$ cat src/rtl/m68k_region_decoder.sv
// m68k_region_decoder: boot-programmable 68000 chip-select table with per-region
// wait states, external ready gating and a bus-error timeout on unmapped accesses.
module m68k_region_decoder #(
  parameter  int REGIONS      = 16,
  parameter  int ADDR_W       = 24,
  parameter  int WAIT_W       = 4,
  parameter  int BERR_TIMEOUT = 255,
  localparam int IDX_W        = $clog2(REGIONS),
  localparam int TCNT_W       = $clog2(BERR_TIMEOUT + 1)
) (
  input  logic               clk,
  input  logic               reset_n,
  input  logic               cfg_we,
  input  logic [IDX_W-1:0]   cfg_idx,
  input  logic               cfg_en,
  input  logic [ADDR_W-1:0]  cfg_base,
  input  logic [ADDR_W-1:0]  cfg_mask,
  input  logic [WAIT_W-1:0]  cfg_wait,
  input  logic [1:0]         cfg_dir,
  input  logic [ADDR_W-1:0]  m68k_a,
  input  logic               m68k_as_n,
  input  logic               m68k_rw,
  input  logic               ext_ready,
  output logic [REGIONS-1:0] cs,
  output logic [IDX_W-1:0]   hit_idx,
  output logic               dtack_n,
  output logic               berr_n,
  output logic               busy
);
  typedef enum logic [2:0] {S_IDLE, S_WAIT, S_ACK, S_NOMAP, S_BERR} state_t;
  logic               r_en   [REGIONS];
  logic [ADDR_W-1:0]  r_base [REGIONS];
  logic [ADDR_W-1:0]  r_mask [REGIONS];
  logic [WAIT_W-1:0]  r_wait [REGIONS];
  logic [1:0]         r_dir  [REGIONS];
  state_t             r_state;
  logic [WAIT_W-1:0]  r_cnt;
  logic [TCNT_W-1:0]  r_tcnt;
  logic [REGIONS-1:0] r_cs;
  logic [IDX_W-1:0]   r_hit_idx;
  logic               r_dtack_n;
  logic               r_berr_n;
  logic               r_busy;
  logic [REGIONS-1:0] w_match;
  logic [IDX_W-1:0]   w_idx;
  logic               w_hit;
  always_ff @(posedge clk or negedge reset_n)
    if (!reset_n) begin
      for (int i = 0; i < REGIONS; i++) begin
        r_en[i]   <= 1'b0;
        r_base[i] <= '0;
        r_mask[i] <= '0;
        r_wait[i] <= '0;
        r_dir[i]  <= '0;
      end
    end else if (cfg_we) begin
      r_en[cfg_idx]   <= cfg_en;
      r_base[cfg_idx] <= cfg_base;
      r_mask[cfg_idx] <= cfg_mask;
      r_wait[cfg_idx] <= cfg_wait;
      r_dir[cfg_idx]  <= cfg_dir;
    end
  always_comb
    for (int i = 0; i < REGIONS; i++)
      w_match[i] = r_en[i] && ((m68k_a ^ r_base[i]) & r_mask[i]) == '0 &&
                   (r_dir[i] == 2'd0 || (r_dir[i] == 2'd1 && m68k_rw) || (r_dir[i] == 2'd2 && !m68k_rw));
  // Descending scan so the lowest matching index is the one left standing.
  always_comb begin
    w_idx = '0;
    for (int i = REGIONS - 1; i >= 0; i--)
      if (w_match[i]) w_idx = IDX_W'(i);
  end
  assign w_hit = |w_match;
  always_ff @(posedge clk or negedge reset_n)
    if (!reset_n) begin
      r_state   <= S_IDLE;
      r_cnt     <= '0;
      r_tcnt    <= '0;
      r_cs      <= '0;
      r_hit_idx <= '0;
      r_dtack_n <= 1'b1;
      r_berr_n  <= 1'b1;
      r_busy    <= 1'b0;
    end else begin
      case (r_state)
        S_IDLE:
          if (!m68k_as_n) begin
            r_busy <= 1'b1;
            if (w_hit) begin
              r_state   <= S_WAIT;
              r_cs      <= REGIONS'(1) << w_idx;
              r_hit_idx <= w_idx;
              r_cnt     <= r_wait[w_idx];
            end else begin
              r_state <= S_NOMAP;
              r_tcnt  <= TCNT_W'(BERR_TIMEOUT - 1);
            end
          end
        S_WAIT:
          if (m68k_as_n) begin
            r_state <= S_IDLE;
            r_cs    <= '0;
            r_busy  <= 1'b0;
          end else if (r_cnt != '0) r_cnt <= r_cnt - WAIT_W'(1);
          else if (ext_ready) begin
            r_state   <= S_ACK;
            r_dtack_n <= 1'b0;
          end
        S_ACK:
          if (m68k_as_n) begin
            r_state   <= S_IDLE;
            r_cs      <= '0;
            r_dtack_n <= 1'b1;
            r_busy    <= 1'b0;
          end
        S_NOMAP:
          if (m68k_as_n) begin
            r_state <= S_IDLE;
            r_busy  <= 1'b0;
          end else if (r_tcnt != '0) r_tcnt <= r_tcnt - TCNT_W'(1);
          else begin
            r_state  <= S_BERR;
            r_berr_n <= 1'b0;
          end
        S_BERR:
          if (m68k_as_n) begin
            r_state  <= S_IDLE;
            r_berr_n <= 1'b1;
            r_busy   <= 1'b0;
          end
        default: r_state <= S_IDLE;
      endcase
    end
  assign cs      = r_cs;
  assign hit_idx = r_hit_idx;
  assign dtack_n = r_dtack_n;
  assign berr_n  = r_berr_n;
  assign busy    = r_busy;
endmodule

$ cat config.mk
export PLATFORM = sky130hd
export DESIGN_NAME = m68k_region_decoder
export DESIGN_NICKNAME = d
export VERILOG_FILES = /design/src/rtl/m68k_region_decoder.sv
export SDC_FILE = /design/constraint.sdc
export NUM_CORES = 2
export LEC_CHECK = 0
export BUFFER_PORTS_ARGS = -buffer_cell sky130_fd_sc_hd__buf_2
export CAP_MARGIN = 5
export CORE_MARGIN = 10
export CORE_UTILIZATION = 40
export CTS_BUF_LIST = sky130_fd_sc_hd__clkbuf_4
export CTS_CLUSTER_DIAMETER = 60
export DETAILED_ROUTE_END_ITERATION = 7
export PLACE_DENSITY = 0.59
export SYNTH_ARGS = -nofsm -noshare
export SYNTH_HDL_FRONTEND = slang
export SYNTH_SLANG_ARGS = --single-unit
export TNS_END_PERCENT = 1
$ cat constraint.sdc
create_clock -name clk -period 3.36 [get_ports clk]
set_clock_uncertainty 0.1 [all_clocks]
set_input_delay 0.504 -clock clk [delete_from_list [all_inputs] [get_ports clk]]
set_output_delay 0.504 -clock clk [all_outputs]
set_load 0.05 [all_outputs]
==> qor.yml <==
status: "finished with violations"
failed_checks: "negative setup slack"
grt_pass1_vias: 30646
worst-setup-path-type: "reg2reg"
ys_seq_area_share_pct: 53.6
synth_top_cell_by_area: "dfrtp_1"
postSynth.asyncResetShare_pct: 100
pre_cts_ws_ns: -1.29
synthCells: 3225
die_w_um: 347
h-tree-depth: 4
place_congestion: 0.917
netlist_area_um2: 42900
setup_tns_ns: -7.09
core_um2: 107000
powerDensity_nw_per_um2: 665
synth_edf_count: 0
cts.sinks: 918
drt_iter0_markers: 2914
tritoncts: "done"
startpoint_type: "register"
ff2ff_setup_slack_ns: -0.55
ir_drop_v: 0.000335
synth_top_family_by_area: "multiplexers"
rsz0062_at_grt: "true"
r2r_end: "r_cnt[0]"
syn_nets: 3317
num_rows: 120
path_delay_family: "compound AO/OA/AOI/OAI gates"
grt_use_total_pct: 23.4
leakagePower_nw: 23.9
nets: 4021
endpoint_kind: "register"
hold_depth: 4
finalSetupViolations: 20
antenna_found_initial: 15
clockRootBuffer: "clkbuf_4"
area_growth_pct: 22.5
synth_xor_area_share_pct: 7.97
cpPeakStageDelay_ns: 0.81
grt_max_degree: 123
finalHoldViolCount: 0
synth_compound_area_share_pct: 7.18
worst_slew_pin_slew_ns: 0.969
layout_common_cells: "dfrtp_1 (916), mux2_2 (886), buf_4 (444)"
firstDrtPassIters: 7
critical_path.max_fanout: 5
r2r_start: "r_base[196]"
worstSkewPairLatency_ns: 1.13
numPortBuffers: 111
path_buf_inv: 2
initial_utilization_pct: 40.2
yosysTopAreaCellShare_pct: 53.5
drv_cap: 0
synth-simple-area-share_pct: 4.81
clockBufferDepth: 3
via_per_inst: 5.51
ios: 112
grt_pass1_wl_um: 209000
required_ns: 4.26
cpMaxStageDelayCell: "a222oi_1"
cts_made_buffers: 238
nFillCells: 9510
yosysWarnings: 0
grt-ovfl-total: 0
period_share_pct: 116
hp-class: "in2reg"
via_count: 30440
path_cells: "xor2_2 -> a222oi_1 -> nor4b_4 -> buf_4 -> a21oi_2 -> a211oi_2 -> a211oi_4 -> or2_4 -> buf_6 -> a32o_2 -> a2111oi_4 -> a31oi_1 -> a21oi_1 -> o31ai_1"
synth_mux_area_share_pct: 23.8
ys_ff_latch: 918
ys_types: 77
min_from: "cfg_idx[0]"
avgSynthCellArea_um2: 13.3
drt-total-wl_um: 144000
drv_slew: 0
wl_per_cell_um: 26.1
hold_end: "r_base[339]"
final.min_clock_period_ns: 3.91
slew_headroom_pct: 34.8
ant_nets: 0
mostFrequentLayoutCell: "dfrtp_1"
fp.dieH_um: 347
dieArea_um2: 121000
clk_pin_slew_ns: 0.07
synthAdderAreaFrac_pct: 0.0876
dp_hpwl_um: 101000
synthFlopType: "dfrtp_1"
final_layout_size_suffix_gt1_share_pct: 47.3
r2r_cells: 14
cp_data_arrival_time_ns: 4.81
synth_area_leaders: "dfrtp_1 (53%), mux2_2 (23%), xor2_1 (7.9%)"
fmax_mhz: 256
route.detailed.drc: 0
layout_setup_ws_ns: -0.550
p_total_mw: 34.9
==> area by class of cell <==
class	instances	area [um2]	share of cell area, %
Tap cell	1403	1760	3.34
Antenna cell	8	20.0	0.0381
Clock inverter	57	319	0.608
Sequential cell	918	23000	43.7
Clock buffer	366	2750	5.23
Inverter	20	75.1	0.143
Multi-Input combinational cell	2085	19100	36.4
Timing Repair Buffer	666	5500	10.5
==> worst register-to-register path, stage by stage, from the launching register on <==
cell and delay (ns):
dfrtp_1 0.40, xor2_2 0.16, a222oi_1 0.81, nor4b_4 0.37, buf_4 0.18, a21oi_2 0.05
a211oi_2 0.32, a211oi_4 0.15, or2_4 0.31, buf_6 0.12, a32o_2 0.24, a2111oi_4 0.27
a31oi_1 0.09, a21oi_1 0.14, o31ai_1 0.09
==> flip-flops by register name, summed over array words and instances, names as in the netlist <==
register	flops
r_wait	64
r_en	16
r_mask	384
r_cnt	4
r_state	3
busy	1
cs	16
r_dir	32
dtack_n	1
hit_idx	4
berr_n	1
r_base	384
r_tcnt	8
==> timing repair <==
action / CTS / global route
endpoints found under the setup margin: 20 / 32
pin swaps: 12 / 11
buffers inserted: 2 / 1
gates resized for setup: 19 / 28
hold buffers: 61 / 0
hold endpoints to repair: 1748 / 0
==> kinds of logic (layout without fill, tap and decap cells) <==
| logic type | Yosys count | in the layout |
|---|---|---|
| flops | 918 | 918 |
| mux | 910 | 910 |
| compound gates | 402 | 402 |
| xor+xnor | 390 | 390 |
| simple gates | 380 | 380 |
| buf+inv | 222 | 1109 |
| fa+ha+maj | 3 | 3 |
| other cells | 0 | 8 |
==> how the worst max path moves through the flow <==
stage                      from  slack [ns]  cells past startpoint  endpoint
global placement     m68k_a[20]       -1.32                     18  r_cnt[2]
detailed placement   m68k_a[20]       -1.29                     18  r_cnt[2]
CTS                 r_base[196]       -0.45                     14  r_cnt[0]
floorplan            m68k_a[23]       -0.17                     15  r_cnt[0]
finish              r_base[196]       -0.55                     14  r_cnt[0]
global route        r_base[196]       -0.69                     14  r_cnt[0]
==> per-stage QoR <==
step | instance area [um2] | util, % | hold WS (ns) | instances
after global routing | 52500 | 49.2 | 0.0403 | 5522
after detailed placement | 48600 | 45.5 | 0.364 | 5030
after CTS | 52400 | 49.1 | 0.00951 | 5515
after global placement | 48600 | 45.5 | 0.357 | 5030
final | 52500 | 49.2 | 0.126 | 5523
after floorplan | 42900 | - | 0.108 | 3225
==> layer usage <==
metal	track usage (%)	share of wire [%]
met3	8.52	9.6
met1	31.1	43
met4	8.38	3.1
met2	35.1	44
met5	0	0.0055
==> cell usage after synthesis (7+ instances only) <==
master      n
mux2i_1    24
buf_4      10
buf_6      25
a22o_1     16
xor2_1    387
a222oi_1   23
nand3_1    13
a22oi_1   248
nand2b_1   11
and2_1     20
nand4_1    92
and3_1      9
nor4_1     20
o21ai_0    30
mux2_2    886
a221oi_1   13
inv_1      20
nor4b_1     7
nand2_1   123
nor2_1     32
a21oi_1    19
buf_2      20
clkbuf_1  146
dfrtp_1   916
nor3_1     14
==> power breakdown <==
group / internal [mW] / total [mW] / switching [mW]
logic: 4.90 / 9.80 / 4.90
clock network: 5.09 / 9.80 / 4.71
registers: 13.6 / 15.3 / 1.73
total: 23.6 / 34.9 / 11.3
(Power assumes the default switching activity.)
